**src/rtl/el2_exu_mul_receiver.sv**
```systemverilog
// Multiplier-node NoC endpoint: reassembles MSB-first flits into {rs1, rs2, mul_p}
// behind a registered valid/ready stage. Optional err_cnt under EL2_MUL_RX_ERRCHK_EN.
module el2_exu_mul_receiver #(
    parameter int PACKET_BITS = 73,
    parameter int FLIT_BITS   = 32,
    parameter int MUL_BITS    = PACKET_BITS - 64
) (
    input  logic                 clk_noc,
    input  logic                 rst,
    input  logic                 noc_valid,
    input  logic                 noc_sop,
    input  logic [FLIT_BITS-1:0] noc_data,
    output logic                 noc_ready,
    input  logic                 noc_sr_flush,
    output logic                 out_valid,
    input  logic                 out_ready,
    output logic [31:0]          rs1_out,
    output logic [31:0]          rs2_out,
    output logic [MUL_BITS-1:0]  mul_p_out
`ifdef EL2_MUL_RX_ERRCHK_EN
   ,output logic [7:0]           err_cnt
`endif
);

    localparam int NFLITS = (PACKET_BITS + FLIT_BITS - 1) / FLIT_BITS;
    localparam int SR_W   = NFLITS * FLIT_BITS;
    localparam int CNT_W  = (NFLITS > 1) ? $clog2(NFLITS) : 1;
    localparam logic [CNT_W-1:0] LAST = CNT_W'(NFLITS - 1);

    typedef enum logic {IDLE, COLLECT} state_e;

    state_e                state_q;
    logic [CNT_W-1:0]      cnt_q;
    logic [SR_W-1:0]       sr_q;
    logic                  out_valid_q;
    logic [31:0]           rs1_q, rs2_q;
    logic [MUL_BITS-1:0]   mul_p_q;

    logic [SR_W-1:0]       flit_ext, sr_d;
    logic                  last_pending, accept, proto_err;

    assign flit_ext = SR_W'(noc_data);
    // With a single flit per packet the incoming flit alone is the whole packet.
    assign sr_d     = (NFLITS > 1) ? ((sr_q << FLIT_BITS) | flit_ext) : flit_ext;

    // Only the packet-completing flit is held off by a stalled output register.
    assign last_pending = (cnt_q == LAST);
    assign noc_ready    = !noc_sr_flush && !(last_pending && out_valid_q && !out_ready);
    assign accept       = noc_valid && noc_ready;
    assign proto_err    = accept && ((state_q == IDLE) != noc_sop);

    always_ff @(posedge clk_noc or posedge rst) begin
        if (rst) begin
            state_q     <= IDLE;
            cnt_q       <= '0;
            sr_q        <= '0;
            out_valid_q <= 1'b0;
            rs1_q       <= '0;
            rs2_q       <= '0;
            mul_p_q     <= '0;
        end else if (noc_sr_flush) begin
            state_q     <= IDLE;
            cnt_q       <= '0;
            out_valid_q <= 1'b0;
        end else begin
            if (out_ready) out_valid_q <= 1'b0;
            if (accept) begin
                if (noc_sop) begin
                    if (NFLITS == 1) begin
                        out_valid_q <= 1'b1;
                        rs1_q       <= sr_d[PACKET_BITS-1 -: 32];
                        rs2_q       <= sr_d[PACKET_BITS-33 -: 32];
                        mul_p_q     <= sr_d[MUL_BITS-1:0];
                    end else begin
                        // Fresh start, also the resync point after a misplaced sop.
                        sr_q    <= flit_ext;
                        cnt_q   <= CNT_W'(1);
                        state_q <= COLLECT;
                    end
                end else if (state_q == COLLECT) begin
                    if (cnt_q == LAST) begin
                        out_valid_q <= 1'b1;
                        rs1_q       <= sr_d[PACKET_BITS-1 -: 32];
                        rs2_q       <= sr_d[PACKET_BITS-33 -: 32];
                        mul_p_q     <= sr_d[MUL_BITS-1:0];
                        state_q     <= IDLE;
                        cnt_q       <= '0;
                    end else begin
                        sr_q  <= sr_d;
                        cnt_q <= cnt_q + CNT_W'(1);
                    end
                end
            end
        end
    end

    assign out_valid = out_valid_q;
    assign rs1_out   = rs1_q;
    assign rs2_out   = rs2_q;
    assign mul_p_out = mul_p_q;

    logic unused_pad;
    assign unused_pad = ^(sr_d >> PACKET_BITS);

`ifdef EL2_MUL_RX_ERRCHK_EN
    logic [7:0] err_cnt_q;

    // Saturating; flush leaves it alone so errors survive a pipeline abort.
    always_ff @(posedge clk_noc or posedge rst) begin
        if (rst)                                err_cnt_q <= '0;
        else if (proto_err && err_cnt_q != 8'hFF) err_cnt_q <= err_cnt_q + 8'd1;
    end

    assign err_cnt = err_cnt_q;
`else
    logic unused_err;
    assign unused_err = proto_err;
`endif

endmodule

```
**config.mk**
```make
export PLATFORM = sky130hd
export DESIGN_NAME = el2_exu_mul_receiver
export DESIGN_NICKNAME = d
export VERILOG_FILES = /design/src/rtl/el2_exu_mul_receiver.sv
export SDC_FILE = /design/constraint.sdc
export NUM_CORES = 1
export LEC_CHECK = 0
export ABC_AREA = 1
export CAP_MARGIN = 40
export CORE_MARGIN = 5
export CORE_UTILIZATION = 54
export DETAILED_ROUTE_END_ITERATION = 10
export PLACE_DENSITY = 0.95
export SLEW_MARGIN = 20
export SYNTH_ARGS = -nofsm -noshare
export SYNTH_HDL_FRONTEND = slang
export SYNTH_SLANG_ARGS = --single-unit
```
**constraint.sdc**
```tcl
create_clock -name clk_noc -period 8 [get_ports clk_noc]
set_clock_uncertainty 0.15 [all_clocks]
set_input_delay 1.6 -clock clk_noc [delete_from_list [all_inputs] [get_ports clk_noc]]
set_output_delay 1.6 -clock clk_noc [all_outputs]
set_load 0.05 [all_outputs]
```
# ---- Yosys cells after proc, flatten, opt, wreduce, memory -nomap -nowiden
# Index checks and enable logic that the tools add are counted.
# W data, S select, Z words.
dict set report op_classes {
  n_mul 0
  n_mux 19
  bitwise_logic 3
  n_shift 0
  div_mod_pow 0
  magnitude_cmp 0
  n_eq_ne 2
  add_sub_neg 1
  reduce_logical 13
}
# cell n
set op_table {}
lappend op_table {{$mux W41} 3}
lappend op_table {{$or A73 B32 Y73} 1}
lappend op_table {{$mux W1} 11}
lappend op_table {{$mux W2} 5}
lappend op_table {{$reduce_and A5 Y1} 1}
lappend op_table {{$logic_and A1 B1 Y1} 4}
lappend op_table {{$reduce_and A4 Y1} 1}
lappend op_table {{$reduce_bool A2 Y1} 2}
lappend op_table {{$logic_not A1 Y1} 3}
lappend op_table {{$reduce_bool A3 Y1} 1}
lappend op_table {{$add A2 B1 Y2 const B} 1}
lappend op_table {{$eq A2 B2 Y1 const B} 1}
lappend op_table {{$ne A2 B2 Y1 const B} 1}
lappend op_table {{$not A1 Y1} 2}
lappend op_table {{$reduce_and A2 Y1} 1}
dict set report totals {
  mem_count 0
  ramBits 0
  rom_bits 0
  reg_bits 118
  latch_bits 0
}

# ---- Longest topological paths before layout
# Gate-level depths: netlist (run 1).
dict set report depth {
  ltp_word 8
  depth_mapped 8
  ltp_nobuf 7
}

# ---- Worst setup path after synthesis (run 1)
# No wires, ideal clock.
dict set report synth_path {
  kind {input-to-output}
  start {input out_ready}
  end {output noc_ready}
  t_arrival_ns 2.498
  required_ns 6.250
  slack_ns 3.752
  cell_stages 5
  cell_sequence {inv_1 > nand2_1 > nor2_1 > nor2_2 > buf_1}
}
dict set report synth_between {
  elab_chain_cells 4
}
# item line
set synth_rtl {}
lappend synth_rtl {{from (decl)} 16} ;# input logic out_ready,
lappend synth_rtl {{$logic_not A1 Y1} 48} ;# assign noc_ready = !noc_sr_flush && !(last_pending && out_valid_q && !out_ready);
lappend synth_rtl {{$logic_and A1 B1 Y1} 48}
lappend synth_rtl {{$logic_not A1 Y1} 48}
lappend synth_rtl {{$logic_and A1 B1 Y1} 48}
lappend synth_rtl {{to (decl)} 13} ;# output logic noc_ready,
# No other way between the ends.

# ---- Final worst setup path (run 1)
# Ends and elaborated chain as after synthesis.

==> results of run 1 <==
## placed cells by master, fill, tap and decap left out
cell type and instances:
nor2_1 3, inv_4 1, buf_2 1, o21ai_0 2, clkinv_2 5, clkinvlp_4 5, o21ai_4 1, a21oi_1 1
nand3b_1 9, clkinv_4 2, a21oi_4 1, clkbuf_8 1, nor3_1 1, nor2_4 2, clkbuf_1 2, bufinv_16 1
nand3_1 35, buf_16 3, clkdlybuf4s50_1 111, buf_4 6, clkbuf_16 16, nand2_1 246, inv_2 2, buf_6 1
nand4_1 78, dfrtp_1 118, inv_1 6
## cells in the mapped netlist
| master | instances | area (um^2) |
|---|---|---|
| inv_2 | 2 | 7.51 |
| buf_2 | 33 | 165 |
| nand3b_1 | 9 | 67.6 |
| nor2_2 | 1 | 6.26 |
| dfrtp_1 | 118 | 2950 |
| o21ai_1 | 1 | 5.00 |
| a21oi_1 | 2 | 10.0 |
| o21ai_0 | 2 | 10.0 |
| nor3_1 | 1 | 5.00 |
| inv_1 | 7 | 26.3 |
| nand2_1 | 246 | 923 |
| nand4_1 | 78 | 488 |
| clkbuf_1 | 7 | 26.3 |
| nor2_1 | 4 | 15.0 |
| nand3_1 | 35 | 175 |
| buf_4 | 1 | 7.51 |
| buf_1 | 5 | 18.8 |
## final cells by class
| class | instances | area [um^2] | share of cell area [%] |
|---|---|---|---|
| clock buffers | 19 | 422 | 6.34 |
| clock inverters | 13 | 110 | 1.66 |
| inverters | 9 | 36.3 | 0.546 |
| multi-input cells | 379 | 1740 | 26.2 |
| flip-flops and latches | 118 | 2950 | 44.4 |
| well taps | 108 | 135 | 2.03 |
| repair buffers | 122 | 1250 | 18.9 |
## kinds of logic (layout without fill, tap and decap cells)
logic type	Yosys count	in the layout
flops	118	118
buf+inv	55	163
simple gates	374	374
compound gates	5	5
## stage by stage
step	hold slack, ps	cells	power, uW	util [%]	cell area (um^2)
finish	318	768	1520	75.5	6650
detailed placement	307	734	848	69.1	6080
global route	343	768	1580	75.5	6650
global placement	302	732	835	68.4	6030
floorplan	300	552	781	-	4910
CTS	322	766	1520	75.1	6610
## critical path, stage by stage
cell	delay, ps
clkdlybuf4s50_1	480
inv_1	40
nand2_1	90
nor2_1	110
nor2_4	120
clkdlybuf4s50_1	830
## sequential cells by signal, indices dropped and copies added, names as in the netlist
register / flops
sr_q: 41
mul_p_out: 9
out_valid: 1
rs2_out: 32
state_q: 1
cnt_q: 2
rs1_out: 32
## metal layers
metal  global-route usage (%)  routed length [um]
met4                     9.56                 247
met3                     6.91                1060
met5                        0                   0
met2                     40.8                6630
met1                     32.0                5410
## worst max-delay path by stage
stage	start	endpoint	slack (ps)	cells past startpoint
CTS	out_ready	noc_ready	2980	6
floorplan	rst	cnt_q[0]	3120	1
global placement	out_ready	noc_ready	3070	6
finish	out_ready	noc_ready	2970	6
detailed placement	out_ready	noc_ready	3040	6
global route	out_ready	noc_ready	2900	6
## power by group through the flow
stage	Sequential [uW]	Clock (uW)	Combinational, uW
detailed placement	686	0	162
floorplan	702	0	79.2
finish	680	674	167
global placement	683	0	152
CTS	678	681	165
global route	684	710	184
==> flow_summary.json, run 1 <==
{
  "drc_errors": 0,
  "fin_ws_ps": 2970,
  "pin_count": 113,
  "holdCritStartpoint": "rs1_out[20]",
  "cts.path.max_buffers": 2,
  "slew_headroom_pct": 43.9,
  "regToRegEndpoint": "rs1_out[30]",
  "synthAdderAreaFrac_pct": 0,
  "gp_congestion": 0.791,
  "final-hold-violation-count": 0,
  "grt.total_usage_pct": 25.0,
  "dp_hpwl_um": 7990,
  "rr_worst_depth": 7,
  "worstMarginPinSlew_ps": 842,
  "critPathCaptureType": "output port",
  "synth_nets": 590,
  "cp-start-kind": "input port",
  "cts_buffers": 17,
  "syn_area_um2": 4910,
  "root_buffer": "clkbuf_8",
  "min_period_over_period_pct": 62.8,
  "yosys_warnings": 0,
  "synth_top_family_by_area": "simple AND/OR/NAND/NOR gates",
  "grt_pass1_vias": 4523,
  "avgSynthCellArea_um2": 8.89,
  "worstHoldEndpoint": "rs1_out[20]",
  "max_freq_mhz": 199,
  "antenna_found_initial": 0,
  "p_sw_uw": 404,
  "pwr-share-clk_pct": 44.3,
  "cap_violations": 0,
  "rsz0062_at_grt": "no",
  "muxShareOfSynthArea_pct": 0,
  "n_antenna_cell": 0,
  "routed_wl_um": 13300,
  "ant_nets": 0,
  "p_comb_share_pct": 11.0,
  "coreArea_um2": 8810,
  "final_max_slew_viol_count": 0,
  "row_count": 34,
  "post_cts_buffers": 0,
  "wl_per_cell_um": 17.4,
  "power_density_nw_per_um2": 229,
  "die_w_um": 105,
  "r2r_slack_ps": 5960,
  "die_h_um": 105,
  "internal_power_uw": 1120,
  "ys_ff_latch": 118,
  "hold_buffers": 0,
  "hold_path_depth": 2,
  "dieArea_um2": 11100,
  "ys_seq_area_share_pct": 60.1,
  "h-tree-depth": 4,
  "synth-simple-area-share_pct": 34.2,
  "seq_power_share_pct": 44.7,
  "ys_types": 17,
  "grt_pass1_wl_um": 22500,
  "clock_latency_ps": 510,
  "total_leakage_power_uw": 0.00334,
  "place_ws_ps": 3040,
  "cts_tree": "built",
  "drive_gt1_share_pct": 7.27,
  "start_util_pct": 55.8,
  "syn_inst": 552,
  "vias_per_cell": 5.79,
  "vias": 4444,
  "cts_resized": 0,
  "synth-compound-area-share_pct": 0.510,
  "cp_data_arrival_time_ps": 3280,
  "drt_iter0_drc": 329,
  "cts.sinks": 118,
  "min_period_ps": 5030,
  "critPathKind": "input port to output port",
  "io_buffers": 112,
  "tns_ps": 0,
  "regToRegStartpoint": "cnt_q[0]",
  "gr-total-overflow": 0,
  "hold_class": "flip-flop to flip-flop",
  "setup-violations-final": 0,
  "irDropWorstVdd_mv": 0.180,
  "synthXorXnorAreaFrac_pct": 0,
  "clk_pin_slew_ps": 60,
  "area_growth_pct": 35.5,
  "path_max_fanout": 2,
  "dr.pass1.iters": 5,
  "cp.required_ps": 6250,
  "status": "finished clean",
  "layout.nets": 685,
  "grt_max_degree": 80,
  "fillers": 572,
  "switching_share_pct": 26.6
}
No activity file was read; power rests on OpenSTA's default activity.
==> run 2, diff against run 1 <==
--- a/config.mk
+++ b/config.mk
@@ -8,9 +8,9 @@
 export ABC_AREA = 1
 export CAP_MARGIN = 40
 export CORE_MARGIN = 5
-export CORE_UTILIZATION = 54
+export CORE_UTILIZATION = 50
 export DETAILED_ROUTE_END_ITERATION = 10
-export PLACE_DENSITY = 0.95
+export PLACE_DENSITY = 0.92
 export SLEW_MARGIN = 20
 export SYNTH_ARGS = -nofsm -noshare
 export SYNTH_HDL_FRONTEND = slang
==> constraint.sdc (replaced) <==
create_clock -name clk_noc -period 4.77 [get_ports clk_noc]
set_clock_uncertainty 0.15 [all_clocks]
set_input_delay 0.954 -clock clk_noc [delete_from_list [all_inputs] [get_ports clk_noc]]
set_output_delay 0.954 -clock clk_noc [all_outputs]
set_load 0.05 [all_outputs]
==> run 2 against run 1 <==
Non-clock buffer count down 1. Routed wire length fell by 0.51%. Cell count is 3.0% higher. First-iteration DRC count up 16%. Combinational power rose by 67%. Final area grew 1.3%. Hold slack better by 1.3 ps. Critical path type unchanged. Global-route usage shrank 1.6 points. Register-to-register slack got worse by 3200 ps. Clock-buffer cell count rose by 4.
==> flow_summary.json, run 2 (synthesized netlist as in run 1, its figures left out) <==
{
  "fin_cells": 791,
  "gp_congestion": 0.755,
  "hold_class": "flip-flop to flip-flop",
  "post_cts_buffers": 0,
  "irDropWorstVdd_mv": 0.198,
  "top_register": "sr_q",
  "dp_hpwl_um": 8300,
  "dieArea_um2": 11900,
  "finalPower_uw": 2680,
  "clock_latency_ps": 490,
  "drc_errors": 0,
  "hold_buffers": 0,
  "cp-start-kind": "input port",
  "cts_buffers": 17,
  "path_max_fanout": 2,
  "cp_data_arrival_time_ps": 2590,
  "total_leakage_power_uw": 0.00338,
  "slew_headroom_pct": 45.2,
  "cts.path.max_buffers": 2,
  "final_common_cell": "nand2_1",
  "cp.required_ps": 3670,
  "setup-violations-final": 0,
  "rsz0062_at_grt": "no",
  "cts.sinks": 118,
  "ant_nets": 0,
  "status": "finished clean",
  "n_antenna_cell": 0,
  "clk_pin_slew_ps": 50,
  "pin_count": 113,
  "cts_tree": "built",
  "max_freq_mhz": 271,
  "row_count": 36,
  "final_max_slew_viol_count": 0,
  "wl_per_cell_um": 16.8,
  "drt_iter0_drc": 383,
  "fin_ws_ps": 1070,
  "min_period_ps": 3700,
  "vias": 4489,
  "grt.total_usage_pct": 23.4,
  "grt_pass1_vias": 4377,
  "fillers": 711,
  "min_period_over_period_pct": 77.5,
  "critPathCaptureType": "output port",
  "final-hold-violation-count": 0,
  "critPathKind": "input port to output port",
  "layout.nets": 684,
  "placed_cells": 760,
  "area_growth_pct": 37.2,
  "antenna_found_initial": 0,
  "io_buffers": 112,
  "routed_wl_um": 13300,
  "root_buffer": "clkbuf_8",
  "grt_pass1_wl_um": 22000,
  "worstMarginPinSlew_ps": 822,
  "start_util_pct": 50.7,
  "coreArea_um2": 9680,
  "power_density_nw_per_um2": 398,
  "die_h_um": 109,
  "grt_max_degree": 76,
  "drive_gt1_share_pct": 6.99,
  "h-tree-depth": 4,
  "cap_violations": 0,
  "vias_per_cell": 5.68,
  "die_w_um": 109,
  "gr-total-overflow": 0,
  "tns_ps": 0,
  "cts_resized": 0,
  "place_ws_ps": 1070,
  "holdWs_ps": 319,
  "mostFrequentLayoutCells": "nand2_1 (246), dfrtp_1 (118), clkdlybuf4s50_1 (111)",
  "dr.pass1.iters": 5,
  "largest_register_ffs": 41
}
[run 2: stage by stage]
| step | instance area (um^2) | util [%] |
|---|---|---|
| final | 6740 | 69.6 |
| after global routing | 6740 | 69.6 |
| after CTS | 6740 | 69.6 |
| after detailed placement | 6140 | 63.4 |
| after global placement | 6060 | 62.5 |
| after floorplan | 4910 | - |
[run 2: path summary, 6_finish.rpt]
kind                       slack (ps)          end   startpoint  cells after the start
setup / recovery                 1070    noc_ready    out_ready                      6
max in group asynchronous        3040  rs2_out[25]          rst                      3
setup reg to reg                 2730  rs1_out[20]     cnt_q[0]                      7
hold reg to reg                   320  rs2_out[14]  rs2_out[14]                      2
min in group asynchronous         690     sr_q[26]          rst                      2
hold / removal                    320  rs2_out[14]  rs2_out[14]                      2
[run 2: per-layer routing]
metal | global-route usage [%] | wire, um | vias to the layer above | share of wire [%]
met3 | 6.34 | 1050 | 36 | 7.9
met2 | 38.2 | 6710 | 252 | 50
met5 | 0 | 0 | - | 0
li1 | - | - | 2027 | -
met4 | 6.76 | 242 | 0 | 1.8
met1 | 30.8 | 5280 | 2174 | 40
[run 2: critical path, stage by stage]
cell and delay (ps):
clkdlybuf4s50_1 480, inv_1 50, nand2_1 100, nor2_1 110, nor2_4 90, clkdlybuf4s50_1 810
[run 2: report_power, final]
| part | switching (uW) | internal (uW) |
|---|---|---|
| combinational | 176 | 103 |
| sequential | 55.3 | 1080 |
| clock | 419 | 846 |
| total | 650 | 2030 |
[run 2: area by class of cell]
class / instances / area [um^2] / share of cell area [%]
well taps: 133 / 166 / 2.47
flip-flops and latches: 118 / 2950 / 43.8
clock buffers: 23 / 477 / 7.08
repair buffers: 121 / 1240 / 18.5
multi-input cells: 379 / 1740 / 25.8
inverters: 9 / 36.3 / 0.539
clock inverters: 8 / 121 / 1.80
